`config.mk`:
```
export PLATFORM = sky130hd
export DESIGN_NAME = led_breathe
export DESIGN_NICKNAME = d
export VERILOG_FILES = /design/src/rtl/led_breathe.sv
export SDC_FILE = /design/constraint.sdc
export NUM_CORES = 1
export LEC_CHECK = 0
export BUFFER_PORTS_ARGS = -buffer_cell sky130_fd_sc_hd__buf_2
export CORE_UTILIZATION = 55
export DETAILED_ROUTE_END_ITERATION = 12
export GPL_ROUTABILITY_DRIVEN = 0
export GPL_TIMING_DRIVEN = 0
export HOLD_SLACK_MARGIN = 0.05
export PLACE_DENSITY = 0.74
export RECOVER_POWER = 25
export REMOVE_ABC_BUFFERS = 1
export SLEW_MARGIN = 20
export SYNTH_ARGS = -nofsm -noshare
export SYNTH_HDL_FRONTEND = slang
export SYNTH_SLANG_ARGS = --single-unit
```
`constraint.sdc`:
```
create_clock -name clk_i -period 1.9 [get_ports clk_i]
set_input_delay 0.38 -clock clk_i [delete_from_list [all_inputs] [get_ports clk_i]]
set_output_delay 0.38 -clock clk_i [all_outputs]
set_load 0.02 [all_outputs]
```
`src/rtl/led_breathe.sv`:
```
// PWM LED stage that ramps brightness linearly on each synchronised level change.
// Latency: level_i to state change is 3 clk_i edges; led_o lags duty/pwm compare by 1 cycle.
module led_breathe #(
    parameter int FREQ     = 25000000,
    parameter int RAMP_MS  = 250,
    parameter int PWM_BITS = 8
) (
    input  logic                clk_i,
    input  logic                rst_ni,
    input  logic                level_i,
    output logic                led_o,
    output logic [PWM_BITS-1:0] duty_o,
    output logic                busy_o
);

    localparam logic [PWM_BITS-1:0] MAX    = '1;
    localparam logic [PWM_BITS-1:0] MAX_M1 = MAX - PWM_BITS'(1);
    localparam logic [63:0] STEP_RAW = ((64'(FREQ) / 64'd1000) * 64'(RAMP_MS))
                                       / ((64'd1 << PWM_BITS) - 64'd1);
    localparam logic [63:0] STEP_DIV = (STEP_RAW == 64'd0) ? 64'd1 : STEP_RAW;
    localparam int          PRE_W    = $clog2(STEP_DIV + 64'd1);
    localparam logic [PRE_W-1:0] PRE_LAST = PRE_W'(STEP_DIV - 64'd1);

    typedef enum logic [1:0] {S_OFF, S_UP, S_ON, S_DOWN} state_t;

    state_t              r_state;
    logic                r_sync1;
    logic                r_sync2;
    logic [PRE_W-1:0]    r_pre;
    logic [PWM_BITS-1:0] r_duty;
    logic [PWM_BITS-1:0] r_pwm_cnt;
    logic                r_led;
    logic                r_busy;
    logic                w_tick;

    assign w_tick = (r_pre == PRE_LAST);

    always_ff @(posedge clk_i or negedge rst_ni) begin
        if (!rst_ni) begin
            r_sync1 <= 1'b0;
            r_sync2 <= 1'b0;
        end else begin
            r_sync1 <= level_i;
            r_sync2 <= r_sync1;
        end
    end

    // The synchronised level is checked before the step tick so a reversal never costs an extra step.
    always_ff @(posedge clk_i or negedge rst_ni) begin
        if (!rst_ni) begin
            r_state <= S_OFF;
            r_pre   <= '0;
            r_duty  <= '0;
            r_busy  <= 1'b0;
        end else begin
            case (r_state)
                S_OFF: begin
                    r_duty <= '0;
                    r_pre  <= '0;
                    if (r_sync2) begin
                        r_state <= S_UP;
                        r_busy  <= 1'b1;
                    end
                end
                S_UP: begin
                    if (!r_sync2) begin
                        r_state <= S_DOWN;
                        r_pre   <= '0;
                    end else if (r_duty == MAX) begin
                        r_state <= S_ON;
                        r_pre   <= '0;
                        r_busy  <= 1'b0;
                    end else if (w_tick) begin
                        r_pre  <= '0;
                        r_duty <= r_duty + 1'b1;
                        if (r_duty == MAX_M1) begin
                            r_state <= S_ON;
                            r_busy  <= 1'b0;
                        end
                    end else begin
                        r_pre <= r_pre + 1'b1;
                    end
                end
                S_ON: begin
                    r_duty <= MAX;
                    r_pre  <= '0;
                    if (!r_sync2) begin
                        r_state <= S_DOWN;
                        r_busy  <= 1'b1;
                    end
                end
                S_DOWN: begin
                    if (r_sync2) begin
                        r_state <= S_UP;
                        r_pre   <= '0;
                    end else if (r_duty == '0) begin
                        r_state <= S_OFF;
                        r_pre   <= '0;
                        r_busy  <= 1'b0;
                    end else if (w_tick) begin
                        r_pre  <= '0;
                        r_duty <= r_duty - 1'b1;
                        if (r_duty == PWM_BITS'(1)) begin
                            r_state <= S_OFF;
                            r_busy  <= 1'b0;
                        end
                    end else begin
                        r_pre <= r_pre + 1'b1;
                    end
                end
                default: begin
                    r_state <= S_OFF;
                    r_pre   <= '0;
                    r_duty  <= '0;
                    r_busy  <= 1'b0;
                end
            endcase
        end
    end

    always_ff @(posedge clk_i or negedge rst_ni) begin
        if (!rst_ni) begin
            r_pwm_cnt <= '0;
            r_led     <= 1'b0;
        end else begin
            r_pwm_cnt <= r_pwm_cnt + 1'b1;
            r_led     <= (r_duty == MAX) || (r_pwm_cnt < r_duty);
        end
    end

    assign led_o  = r_led;
    assign duty_o = r_duty;
    assign busy_o = r_busy;

endmodule

```
==> results of run 1 <==
registers in the layout (all words and copies together) (netlist names):
| register | flops |
|---|---|
| busy_o | 1 |
| r_pwm_cnt | 8 |
| duty_o | 8 |
| led_o | 1 |
| r_pre | 15 |
| r_sync2 | 1 |
| r_state | 2 |
| r_sync1 | 1 |
worst min path at each step:
| stage | from | end | slack, ps |
|---|---|---|---|
| floorplan | rst_ni | busy_o | 80 |
| global placement | r_sync1 | r_sync2 | 340 |
| detailed placement | r_sync1 | r_sync2 | 340 |
| CTS | level_i | r_sync1 | 180 |
| global route | level_i | r_sync1 | 180 |
| finish | level_i | r_sync1 | 190 |
synth_stat cells (all sizes together), types with 2 or more instances:
cell type	instances
o31ai	6
nand2	13
nand4	8
and4	4
a21oi	14
dfrtp	37
mux2i	3
a211oi	3
xnor2	10
a211o	2
xor2	11
clkbuf	4
nor2	28
o211ai	2
a41oi	2
and3	8
buf	9
a31oi	3
o21a	2
mux2	2
inv	17
o21ai	9
nor3	3
nand3	15
a21boi	2
ha	19
a22o	4
cells by family after synthesis:
| group | after synthesis |
|---|---|
| and+or+nand+nor | 85 |
| AOI/OAI and AO/OA | 56 |
| DFF | 37 |
| buffers and inverters | 30 |
| xor gates and xnor gates | 21 |
| adders and majority gates | 19 |
| muxes | 5 |
cells in the final DEF (no fill, tap or decap), drive strengths merged, types with 3 or more instances in the layout:
cell type	Yosys	routed
clkbuf	4	7
a211oi	3	3
o31ai	6	6
mux2i	3	3
a21oi	14	14
nand4	8	8
a31oi	3	3
ha	19	19
nand2	13	13
and3	8	8
nand3	15	15
inv	17	17
nor3	3	3
nor2	28	28
xor2	11	11
dfrtp	37	37
buf	9	24
and4	4	4
o21ai	9	9
xnor2	10	10
a22o	4	4
what timing repair did:
item / in CTS / in global routing
hold endpoints to repair: 0 / 0
cloned: 0 / 1
setup endpoints to repair: 25 / 24
pin swaps: 4 / 5
gates resized for setup: 13 / 19
setup buffers: 11 / 2
routing by layer:
layer / vias up / wire length [um] / share of wire, %
li1: 938 / - / -
met1: 942 / 2480 / 47
met2: 57 / 2470 / 47
met3: 8 / 265 / 5.0
met4: 0 / 71 / 1.3
met5: - / 0 / 0
worst max-delay path, cell delays in order (launching register included):
cell	delay (ps)
sky130_fd_sc_hd__dfrtp_2	440
sky130_fd_sc_hd__inv_2	110
sky130_fd_sc_hd__ha_4	170
sky130_fd_sc_hd__nor4b_4	230
sky130_fd_sc_hd__buf_4	190
sky130_fd_sc_hd__a211oi_4	70
sky130_fd_sc_hd__a211oi_2	280
sky130_fd_sc_hd__mux2_4	330
stage by stage:
| stage | setup TNS [ps] | instance area, sq um |
|---|---|---|
| floorplan | -2300 | 2320 |
| global route | -1890 | 2730 |
| global placement | -7560 | 2440 |
| CTS | -247 | 2640 |
| finish | -69.9 | 2730 |
| detailed placement | -7870 | 2440 |
power groups by stage:
stage	logic [mW]	registers [mW]	clock network [mW]
floorplan	1.22	1.26	0
global placement	1.72	1.21	0
detailed placement	1.73	1.21	0
CTS	1.98	1.16	0.551
global route	2.43	1.23	0.598
finish	2.21	1.21	0.535
layout make-up:
type	count	share of cell area (%)
multi-input cells	187	52.5
flip-flops and latches	37	34.1
repair buffers	25	5.77
clock buffers	6	2.66
inverters	17	2.34
well taps	50	2.29
clock inverters	1	0.321
==> impl_table.tex, run 1 <==
\begin{tabular}{lr}
\hline
Metric & Value \\
\hline
\multicolumn{2}{l}{\textbf{Outcome}} \\
\quad Outcome & finished, violations left \\
\quad Violated checks & setup timing \\
\multicolumn{2}{l}{\textbf{Global routing}} \\
\quad Grt total ovfl & 0 \\
\quad Met2 global-route usage & 37.3\% \\
\quad Antenna violations before repair & 0 \\
\quad GR Util met3 & 5.00\% \\
\quad Wire length of the first global-routing pass & 8400 um \\
\quad Met1 Resource Use GR & 35.1\% \\
\quad Pin count of the biggest net entering global routing & 38 \\
\quad Vias in the first global route & 1,754 \\
\quad Most heavily used metal layer in global routing & met2 \\
\quad Combined global-route utilization of all metal layers & 24.9\% \\
\multicolumn{2}{l}{\textbf{Timing}} \\
\quad Relative slew margins & 37.3\% \\
\quad Max-slew violations & 0 \\
\quad Tmin final & 1930 ps \\
\quad Number of hold-slack violations in the final timing report & 0 \\
\quad Final setup fails & 7 \\
\quad Post-route setup slack & -28.1 ps \\
\quad Fmax & 519 MHz \\
\quad Transition at the pin with the smallest max-transition slack & 940 ps \\
\quad Unrepaired setup endpoints after global routing & yes \\
\quad Worst hold slack across all endpoints & 190 ps \\
\quad Fraction of the cycle the final worst path needs & 101\% \\
\quad Setup Skew & 5.89 ps \\
\multicolumn{2}{l}{\textbf{Synth}} \\
\quad Share of the synthesized area in compound gates (AO/OA/AOI/OAI) & 17.0\% \\
\quad Xor and xnor fraction of the mapped netlist area & 7.70\% \\
\quad Seq/Total Area, Yosys & 38.8\% \\
\quad Combinational family with the most area after synthesis & simple AND/OR/NAND/NOR gates \\
\quad Cell variety after synth & 51 \\
\quad Post-synthesis mux area share & 2.20\% \\
\quad Number of enable flip-flop cells after synthesis & 0 \\
\quad Cell count after synthesis & 253 \\
\quad Simple-Gate Fraction of Synth Area & 18.9\% \\
\quad Post-Syn Area per Cell & 9.44 sq um \\
\quad YS warnings & 0 \\
\quad Number of storage elements in the synthesis netlist & 37 \\
\quad Cell types with the largest area share after synthesis & sky130\_fd\_sc\_hd\_\_dfrtp\_1 (39\%), sky130\_fd\_sc\_hd\_\_ha\_1 (10\%), sky130\_fd\_sc\_hd\_\_nor2\_1 (4.2\%) \\
\quad Fraction of post-synthesis cell area in the top cell type by area & 38.8\% \\
\quad Adder-cell share of the synthesized area & 9.96\% \\
\quad Async S/R FF share, synth & 100\% \\
\quad Main synth FF type & sky130\_fd\_sc\_hd\_\_dfrtp\_1 \\
\quad Combined area of all synthesized cells & 2390 sq um \\
\quad Leading area contributor after synthesis & sky130\_fd\_sc\_hd\_\_dfrtp\_1 \\
\multicolumn{2}{l}{\textbf{Clock tree}} \\
\quad Clock insertion delay at the later pin of the skew report & 290 ps \\
\quad CTS hold repair buffers & 0 \\
\quad Clock tree from TritonCTS & yes \\
\quad Clock slew at the register clock pins of the worst setup and hold paths & 70 ps \\
\quad Max clock buf depth & 2 \\
\quad Total number of H-tree levels & 2 \\
\quad Clk root buf & sky130\_fd\_sc\_hd\_\_clkbuf\_8 \\
\quad Clock sink total & 37 \\
\quad Number of buffers added by the clock tree synthesis step & 5 \\
\multicolumn{2}{l}{\textbf{Run}} \\
\quad Max-cap violation count & 0 \\
\multicolumn{2}{l}{\textbf{Layout}} \\
\quad Filler cell count & 331 \\
\quad Layout cells sized above 1 & 24.2\% \\
\quad Combined area of the multi-input logic cells & 1430 sq um \\
\quad Post-layout utilization of the core & 66.8\% \\
\quad Reg area & 932 sq um \\
\quad Area added between synthesis and finish & 14.4\% \\
\quad Count of placed standard cells in the final layout, fillers left out & 323 \\
\quad Nets & 295 \\
\quad Diode insertion count for antenna repair & 0 \\
\multicolumn{2}{l}{\textbf{Power}} \\
\quad Clock Power Share & 13.5\% \\
\quad Power per Cell Area & 1450 nW/um\^{}2 \\
\quad Switching fraction of total power & 45.4\% \\
\quad Logic pwr share & 56.0\% \\
\quad Peak VDD IR & 609 uV \\
\quad Switch Pwr & 1.80 mW \\
\quad Fraction of power consumed by sequential logic & 30.5\% \\
\quad Standby leakage power & 1.20 nW \\
\quad Power consumption & 3.96 mW \\
\quad Cell-internal power & 2.16 mW \\
\multicolumn{2}{l}{\textbf{Die}} \\
\quad Number of I/O pins & 13 \\
\quad Die Height & 67.9 um \\
\quad Area of the placeable core & 4090 sq um \\
\quad Die width & 67.9 um \\
\quad Overall die area & 4610 sq um \\
\quad Effective utilization at floorplan & 58.4\% \\
\quad Cell row count & 23 \\
\multicolumn{2}{l}{\textbf{Setup path}} \\
\quad Crit. End Element & flop \\
\quad Critical path startpoint & duty\_o[0] \\
\quad Flop-to-flop setup slack & -30 ps \\
\quad Startpoint-to-endpoint class of the critical path & flop to flop \\
\quad Reg2reg start & duty\_o[0] \\
\quad Critical path endpoint & r\_state[1] \\
\quad Critical path data arrival time & 2110 ps \\
\quad Critical path launch point type & flop \\
\quad Worst Reg2Reg Path Length in Cells & 7 \\
\quad Critical register-to-register path endpoint & r\_state[1] \\
\quad Critical Path Fanout Max & 5 \\
\quad Data required time at the worst endpoint & 2080 ps \\
\multicolumn{2}{l}{\textbf{Drt}} \\
\quad Routed length per instance & 16.4 um \\
\quad Final wirelength & 5290 um \\
\quad Count of antenna-violating nets left after detailed routing & 0 \\
\quad Vias after detailed routing & 1,945 \\
\quad Detailed-router iteration count before antenna repair & 4 \\
\quad Initial detailed-routing violation count & 198 \\
\quad Number of DRC violations after detailed routing & 0 \\
\quad Via-to-Cell Ratio & 6.02 \\
\multicolumn{2}{l}{\textbf{Place}} \\
\quad Number of placed instances, taps included & 302 \\
\quad Count of buffers inserted at the top-level ports & 12 \\
\quad Half-perimeter wire length of the detailed placement result & 3220 um \\
\quad Pre-CTS setup slack & -435 ps \\
\multicolumn{2}{l}{\textbf{Hold path}} \\
\quad Number of instances on the worst hold path & 1 \\
\quad Path class of the lowest-slack min-delay path & input port to flop \\
\hline
\end{tabular}
No activity file was read; power rests on OpenSTA's default activity.
==> run 2, diff against run 1 <==
--- a/config.mk
+++ b/config.mk
@@ -6,12 +6,12 @@
 export NUM_CORES = 1
 export LEC_CHECK = 0
 export BUFFER_PORTS_ARGS = -buffer_cell sky130_fd_sc_hd__buf_2
-export CORE_UTILIZATION = 55
+export CORE_UTILIZATION = 35
 export DETAILED_ROUTE_END_ITERATION = 12
 export GPL_ROUTABILITY_DRIVEN = 0
 export GPL_TIMING_DRIVEN = 0
 export HOLD_SLACK_MARGIN = 0.05
-export PLACE_DENSITY = 0.74
+export PLACE_DENSITY = 0.5
 export RECOVER_POWER = 25
 export REMOVE_ABC_BUFFERS = 1
 export SLEW_MARGIN = 20
==> constraint.sdc (replaced) <==
create_clock -name clk_i -period 1.7 [get_ports clk_i]
set_input_delay 0.34 -clock clk_i [delete_from_list [all_inputs] [get_ports clk_i]]
set_output_delay 0.34 -clock clk_i [all_outputs]
set_load 0.02 [all_outputs]
==> impl_table.tex, run 2 (same netlist as run 1, synthesis figures left out) <==
\begin{tabular}{lr}
\hline
Metric & Value \\
\hline
\multicolumn{2}{l}{\textbf{Clock tree}} \\
\quad Clock tree from TritonCTS & yes \\
\quad Clock sink total & 37 (unchanged) \\
\quad Total number of H-tree levels & 2 (unchanged) \\
\quad Max clock buf depth & 2 (unchanged) \\
\quad Clk root buf & sky130\_fd\_sc\_hd\_\_clkbuf\_8 \\
\quad Clock slew at the register clock pins of the worst setup and hold paths & 80 ps (about the same) \\
\quad Clock insertion delay at the later pin of the skew report & 290 ps (about the same) \\
\quad Number of buffers added by the clock tree synthesis step & 5 (unchanged) \\
\multicolumn{2}{l}{\textbf{Drt}} \\
\quad Count of antenna-violating nets left after detailed routing & 0 (unchanged) \\
\quad Via-to-Cell Ratio & 5.44 (-9.6\%) \\
\quad Number of DRC violations after detailed routing & 0 (unchanged) \\
\quad Final wirelength & 5650 um (+6.9\%) \\
\quad Initial detailed-routing violation count & 120 (-39\%) \\
\quad Vias after detailed routing & 1,938 (-0.36\%) \\
\quad Detailed-router iteration count before antenna repair & 6 (+2) \\
\quad Routed length per instance & 15.9 um (-3.0\%) \\
\multicolumn{2}{l}{\textbf{Setup path}} \\
\quad CP Depth & 8 (+1) \\
\quad Crit. End Element & flop \\
\quad Max stage delay cell, worst path & sky130\_fd\_sc\_hd\_\_dfrtp\_2 \\
\quad Reg2reg start & duty\_o[1] \\
\quad Worst Reg2Reg Path Length in Cells & 8 (+1) \\
\quad Data required time at the worst endpoint & 1920 ps (-160 ps) \\
\quad Critical path data arrival time & 2130 ps (+20 ps) \\
\quad Kind of cell adding the most delay to the critical path & simple AND/OR/NAND/NOR gates \\
\quad Startpoint-to-endpoint class of the critical path & flop to flop \\
\quad Critical Path Fanout Max & 7 (+2) \\
\quad List of cells traversed by the critical path & inv\_4, ha\_4, nor4b\_4, buf\_4, a211oi\_4, mux2i\_4, or2\_4, nor2\_1 \\
\quad CP Buf/Inv Count & 2 (unchanged) \\
\quad Critical path launch point type & flop \\
\quad Crit-path max cell delay & 410 ps (-30 ps) \\
\quad Critical register-to-register path endpoint & r\_pre[4] \\
\quad Flop-to-flop setup slack & -210 ps (-180 ps) \\
\multicolumn{2}{l}{\textbf{Timing}} \\
\quad Final TNS setup & -4060 ps (-3990 ps) \\
\quad Max-slew violations & 0 (unchanged) \\
\quad Setup Skew & 9.19 ps (+3.30 ps) \\
\quad Post-route setup slack & -206 ps (-178 ps) \\
\quad Relative slew margins & 35.2\% (-2.1 points) \\
\quad Fraction of the cycle the final worst path needs & 112\% (+11 points) \\
\quad Fmax & 525 MHz (+1.2\%) \\
\quad Final setup fails & 25 (+18) \\
\quad Tmin final & 1910 ps (-22.1 ps) \\
\quad Number of hold-slack violations in the final timing report & 0 (unchanged) \\
\quad Transition at the pin with the smallest max-transition slack & 972 ps (+32.0 ps) \\
\quad Unrepaired setup endpoints after global routing & yes \\
\multicolumn{2}{l}{\textbf{Place}} \\
\quad Number of placed instances, taps included & 329 (+8.9\%) \\
\quad Standard cell area after detailed placement & 2480 sq um (+1.4\%) \\
\quad Count of buffers inserted at the top-level ports & 12 (unchanged) \\
\quad Pre-CTS setup slack & -741 ps (-307 ps) \\
\quad Half-perimeter wire length of the detailed placement result & 3600 um (+12\%) \\
\multicolumn{2}{l}{\textbf{Layout}} \\
\quad Diode insertion count for antenna repair & 0 (unchanged) \\
\quad Layout cells sized above 1 & 31.5\% (+7.4 points) \\
\quad Count of placed standard cells in the final layout, fillers left out & 356 (+10\%) \\
\quad Post-layout utilization of the core & 45.7\% (-21 points) \\
\quad Reg area & 936 sq um (+0.40\%) \\
\quad Combined area of the multi-input logic cells & 1530 sq um (+7.1\%) \\
\quad Nets & 300 (+1.7\%) \\
\quad Filler cell count & 621 (+88\%) \\
\quad Area added between synthesis and finish & 23.6\% \\
\quad Final Cell Area & 2950 sq um (+8.1\%) \\
\quad Most common cell after layout, fill and taps aside & sky130\_fd\_sc\_hd\_\_dfrtp\_1 \\
\quad Register bank with the most flops & r\_pre \\
\quad Leading cell types in the layout, fill and taps excluded & sky130\_fd\_sc\_hd\_\_dfrtp\_1 (29), sky130\_fd\_sc\_hd\_\_nor2\_1 (19), sky130\_fd\_sc\_hd\_\_buf\_4 (17) \\
\quad Largest register FFs & 15 (unchanged) \\
\multicolumn{2}{l}{\textbf{Die}} \\
\quad Effective utilization at floorplan & 37.0\% (-21 points) \\
\quad Die Height & 84.6 um (+25\%) \\
\quad Area of the placeable core & 6460 sq um (+58\%) \\
\quad Die width & 84.6 um (+25\%) \\
\quad Cell row count & 29 (+26\%) \\
\quad Overall die area & 7160 sq um (+55\%) \\
\quad Number of I/O pins & 13 (unchanged) \\
\multicolumn{2}{l}{\textbf{Run}} \\
\quad Max-cap violation count & 0 (unchanged) \\
\multicolumn{2}{l}{\textbf{Hold path}} \\
\quad Start point of the worst min-delay path & level\_i \\
\quad Path class of the lowest-slack min-delay path & input port to flop \\
\quad Number of instances on the worst hold path & 1 (unchanged) \\
\quad Hold Path End & r\_sync1 \\
\multicolumn{2}{l}{\textbf{Power}} \\
\quad Switching fraction of total power & 43.7\% (-1.7 points) \\
\quad Logic pwr share & 55.7\% (-0.3 points) \\
\quad Cell-internal power & 2.76 mW (+28\%) \\
\quad Fraction of power consumed by sequential logic & 27.5\% (-3.0 points) \\
\quad Clock Power Share & 16.8\% (+3.3 points) \\
\quad Peak VDD IR & 567 uV (-6.9\%) \\
\quad Switch Pwr & 2.15 mW (+20\%) \\
\quad Standby leakage power & 1.26 nW (+5.6\%) \\
\quad Power per Cell Area & 1660 nW/um\^{}2 (+15\%) \\
\multicolumn{2}{l}{\textbf{Global routing}} \\
\quad Vias in the first global route & 1,841 (+5.0\%) \\
\quad Combined global-route utilization of all metal layers & 16.5\% (-8.4 points) \\
\quad Wire length of the first global-routing pass & 9180 um (+9.3\%) \\
\quad Pin count of the biggest net entering global routing & 38 (unchanged) \\
\quad Antenna violations before repair & 0 (unchanged) \\
\quad Grt total ovfl & 0 (unchanged) \\
\multicolumn{2}{l}{\textbf{Outcome}} \\
\quad Outcome & finished, violations left \\
\quad Violated checks & setup timing \\
\hline
\end{tabular}
==> run 2: routing by layer <==
metal | up-vias | routed length, um | GRT usage, %
met3 | 6 | 193 | 5.11
met2 | 30 | 2550 | 25.3
met1 | 952 | 2850 | 22.3
met5 | - | 0 | 0
met4 | 0 | 57 | 5.08
li1 | 950 | - | -
==> run 2: power groups by stage <==
stage	Sequential [mW]	Combinational [mW]	Clock [mW]
floorplan	1.41	1.37	0
global placement	1.37	1.99	0
detailed placement	1.38	1.98	0
CTS	1.34	2.38	0.842
global route	1.38	3.01	0.895
finish	1.35	2.73	0.826
==> run 2: layout make-up <==
class | instances | share of cell area [%]
flip-flops and latches | 37 | 31.7
clock buffers | 7 | 2.93
multi-input cells | 187 | 52.0
clock inverters | 1 | 1.02
well taps | 77 | 3.27
repair buffers | 30 | 6.74
inverters | 17 | 2.33
==> run 2: how the worst max path moves through the flow <==
| stage | start | to | slack, ps |
|---|---|---|---|
| final | duty_o[1] | r_pre[4] | -210 |
| after global routing | duty_o[0] | r_pre[9] | -280 |
| after floorplan | duty_o[0] | r_pre[10] | -360 |
| after detailed placement | duty_o[0] | r_pre[9] | -740 |
| after CTS | r_pre[0] | r_state[1] | -190 |
| after global placement | duty_o[0] | r_pre[3] | -720 |
==> run 2: per-stage QoR <==
step / hold WS [ps] / power [mW]
after floorplan: 44.4 / 2.77
after CTS: 148 / 4.56
after global placement: 339 / 3.36
final: 157 / 4.91
after global routing: 124 / 5.29
after detailed placement: 338 / 3.35
==> run 2: worst reg2reg max path: stages (launching register included) <==
cell	delay, ps
sky130_fd_sc_hd__dfrtp_2	410
sky130_fd_sc_hd__inv_4	50
sky130_fd_sc_hd__ha_4	170
sky130_fd_sc_hd__nor4b_4	130
sky130_fd_sc_hd__buf_4	160
sky130_fd_sc_hd__a211oi_4	360
sky130_fd_sc_hd__mux2i_4	140
sky130_fd_sc_hd__or2_4	300
sky130_fd_sc_hd__nor2_1	120
==> run 2: what timing repair did <==
item,in CTS,in global routing
setup endpoints to repair,27,26
cloned,0,1
pin swaps,6,14
resized for setup,27,34
hold buffers,0,0
buffers inserted,11,7
==> run 3, diff against run 2 <==
--- a/config.mk
+++ b/config.mk
@@ -14,6 +14,7 @@
 export PLACE_DENSITY = 0.5
 export RECOVER_POWER = 25
 export REMOVE_ABC_BUFFERS = 1
+export SKIP_CTS_REPAIR_TIMING = 1
 export SLEW_MARGIN = 20
 export SYNTH_ARGS = -nofsm -noshare
 export SYNTH_HDL_FRONTEND = slang
==> impl_table.tex, run 3 (same netlist as run 1, synthesis figures left out) <==
\begin{tabular}{lr}
\hline
Metric & Value \\
\hline
\multicolumn{2}{l}{\textbf{Drt}} \\
\quad Via-to-Cell Ratio & 5.58 (+2.4\%) \\
\quad Vias after detailed routing & 1,974 (+1.9\%) \\
\quad Number of DRC violations after detailed routing & 0 (unchanged) \\
\quad Initial detailed-routing violation count & 170 (+42\%) \\
\quad Final wirelength & 5840 um (+3.3\%) \\
\quad Detailed-router iteration count before antenna repair & 7 (+1) \\
\quad Count of antenna-violating nets left after detailed routing & 0 (unchanged) \\
\quad Routed length per instance & 16.5 um (+3.9\%) \\
\multicolumn{2}{l}{\textbf{Layout}} \\
\quad Register bank with the most flops & r\_pre \\
\quad Largest register FFs & 15 (unchanged) \\
\quad Final Cell Area & 2920 sq um (-0.98\%) \\
\quad Count of placed standard cells in the final layout, fillers left out & 354 (-0.56\%) \\
\quad Diode insertion count for antenna repair & 0 (unchanged) \\
\quad Most common cell after layout, fill and taps aside & sky130\_fd\_sc\_hd\_\_dfrtp\_1 \\
\quad Layout cells sized above 1 & 28.5\% (-3.0 points) \\
\quad Area added between synthesis and finish & 22.4\% \\
\quad Nets & 298 (-0.67\%) \\
\quad Leading cell types in the layout, fill and taps excluded & sky130\_fd\_sc\_hd\_\_dfrtp\_1 (29), sky130\_fd\_sc\_hd\_\_nor2\_1 (27), sky130\_fd\_sc\_hd\_\_buf\_4 (15) \\
\multicolumn{2}{l}{\textbf{Power}} \\
\quad Power consumption & 4.82 mW (-1.8\%) \\
\quad Switching fraction of total power & 44.0\% (+0.28 points) \\
\quad Standby leakage power & 1.22 nW (-3.1\%) \\
\quad Clock Power Share & 17.2\% (+0.4 points) \\
\quad Cell-internal power & 2.70 mW (-2.3\%) \\
\quad Power per Cell Area & 1650 nW/um\^{}2 (-0.85\%) \\
\quad Peak VDD IR & 536 uV (-5.4\%) \\
\quad Fraction of power consumed by sequential logic & 28.3\% (+0.8 points) \\
\quad Switch Pwr & 2.12 mW (-1.2\%) \\
\quad Logic pwr share & 54.5\% (-1.2 points) \\
\multicolumn{2}{l}{\textbf{Setup path}} \\
\quad Worst Reg2Reg Path Length in Cells & 7 (-1) \\
\quad List of cells traversed by the critical path & inv\_2, ha\_4, nor4bb\_4, and4\_4, a21oi\_4, a211oi\_2, mux2\_1 \\
\quad Critical Path Fanout Max & 5 (-2) \\
\quad CP Buf/Inv Count & 1 (-1) \\
\quad Crit. End Element & flop \\
\quad Startpoint-to-endpoint class of the critical path & flop to flop \\
\quad Flop-to-flop setup slack & -240 ps (-40 ps) \\
\quad Data required time at the worst endpoint & 1880 ps (-40 ps) \\
\quad CP Depth & 7 (-1) \\
\quad Critical register-to-register path endpoint & r\_state[1] \\
\quad Max stage delay cell, worst path & sky130\_fd\_sc\_hd\_\_dfrtp\_2 \\
\quad Critical path data arrival time & 2120 ps (about the same) \\
\quad Critical path launch point type & flop \\
\quad Crit-path max cell delay & 430 ps (+20 ps) \\
\quad Kind of cell adding the most delay to the critical path & simple AND/OR/NAND/NOR gates \\
\quad Reg2reg start & r\_pre[0] \\
\multicolumn{2}{l}{\textbf{Clock tree}} \\
\quad Clock insertion delay at the later pin of the skew report & 300 ps (about the same) \\
\quad Number of buffers added by the clock tree synthesis step & 5 (unchanged) \\
\quad Clk root buf & sky130\_fd\_sc\_hd\_\_clkbuf\_8 \\
\quad Clock tree from TritonCTS & yes \\
\quad Total number of H-tree levels & 2 (unchanged) \\
\quad Clock sink total & 37 (unchanged) \\
\quad Max clock buf depth & 2 (unchanged) \\
\quad Clock slew at the register clock pins of the worst setup and hold paths & 80 ps (about the same) \\
\multicolumn{2}{l}{\textbf{Timing}} \\
\quad Number of hold-slack violations in the final timing report & 0 (unchanged) \\
\quad Fmax & 515 MHz (-1.9\%) \\
\quad Final TNS setup & -3650 ps (+405 ps) \\
\quad Unrepaired setup endpoints after global routing & yes \\
\quad Relative slew margins & 35.6\% (+0.40 points) \\
\quad Fraction of the cycle the final worst path needs & 114\% (+2.2 points) \\
\quad Final setup fails & 24 (-4.0\%) \\
\quad Post-route setup slack & -244 ps (-37.6 ps) \\
\quad Setup Skew & 9.30 ps (+0.115 ps) \\
\quad Tmin final & 1940 ps (+37.6 ps) \\
\quad Transition at the pin with the smallest max-transition slack & 966 ps (-5.96 ps) \\
\quad Max-slew violations & 0 (unchanged) \\
\multicolumn{2}{l}{\textbf{Outcome}} \\
\quad Violated checks & setup timing \\
\quad Outcome & finished, violations left \\
\multicolumn{2}{l}{\textbf{Global routing}} \\
\quad Grt total ovfl & 0 (unchanged) \\
\quad Antenna violations before repair & 0 (unchanged) \\
\quad Wire length of the first global-routing pass & 9000 um (-1.9\%) \\
\quad Vias in the first global route & 1,787 (-2.9\%) \\
\quad Pin count of the biggest net entering global routing & 38 (unchanged) \\
\quad Combined global-route utilization of all metal layers & 16.0\% (-0.46 points) \\
\multicolumn{2}{l}{\textbf{Die}} \\
\quad Number of I/O pins & 13 (unchanged) \\
\quad Die Height & 84.6 um (unchanged) \\
\quad Overall die area & 7160 sq um (unchanged) \\
\quad Area of the placeable core & 6460 sq um (unchanged) \\
\quad Effective utilization at floorplan & 37.0\% (unchanged) \\
\quad Die width & 84.6 um (unchanged) \\
\quad Cell row count & 29 (unchanged) \\
\multicolumn{2}{l}{\textbf{Hold path}} \\
\quad Hold Path End & r\_sync1 \\
\quad Path class of the lowest-slack min-delay path & input port to flop \\
\quad Start point of the worst min-delay path & level\_i \\
\quad Number of instances on the worst hold path & 1 (unchanged) \\
\multicolumn{2}{l}{\textbf{Place}} \\
\quad Standard cell area after detailed placement & 2480 sq um (unchanged) \\
\quad Number of placed instances, taps included & 329 (unchanged) \\
\quad Half-perimeter wire length of the detailed placement result & 3600 um (unchanged) \\
\quad Count of buffers inserted at the top-level ports & 12 (unchanged) \\
\multicolumn{2}{l}{\textbf{Run}} \\
\quad Max-cap violation count & 0 (unchanged) \\
\hline
\end{tabular}
[run 3: per-stage QoR]
stage               worst slack (ps)  hold WS (ps)  utilization [%]
floorplan                       -357          44.4                -
global placement                -716           339             38.3
detailed placement              -741           338             38.3
CTS                             -748           148             40.1
global route                    -347           132             45.2
finish                          -244           155             45.2
[run 3: worst max-delay path by stage]
| stage | startpoint | slack [ps] | to |
|---|---|---|---|
| finish | r_pre[0] | -240 | r_state[1] |
| global route | r_pre[0] | -350 | r_state[1] |
| CTS | duty_o[1] | -750 | r_pre[4] |
| detailed placement | duty_o[0] | -740 | r_pre[9] |
| global placement | duty_o[0] | -720 | r_pre[3] |
| floorplan | duty_o[0] | -360 | r_pre[10] |
[run 3: cell type report]
class / count / area [sq um]
well taps: 77 / 96.3
fillers: 633 / 3540
clock buffers: 7 / 86.3
clock inverters: 1 / 30.0
flip-flops and latches: 37 / 936
repair buffers: 28 / 184
inverters: 17 / 75.1
multi-input cells: 187 / 1510
[run 3: metal layers]
| layer | vias up | wire length [um] | track usage (%) |
|---|---|---|---|
| met4 | 0 | 48 | 5.24 |
| met1 | 972 | 2840 | 22.3 |
| met3 | 5 | 221 | 3.54 |
| li1 | 953 | - | - |
| met5 | - | 0 | 0 |
| met2 | 44 | 2730 | 24.7 |
[run 3: power groups by stage]
stage	combinational, mW	clock, mW	sequential, mW
after floorplan	1.37	0	1.41
after global placement	1.99	0	1.37
after detailed placement	1.98	0	1.38
after CTS	1.99	0.842	1.36
after global routing	2.91	0.888	1.40
final	2.63	0.828	1.36
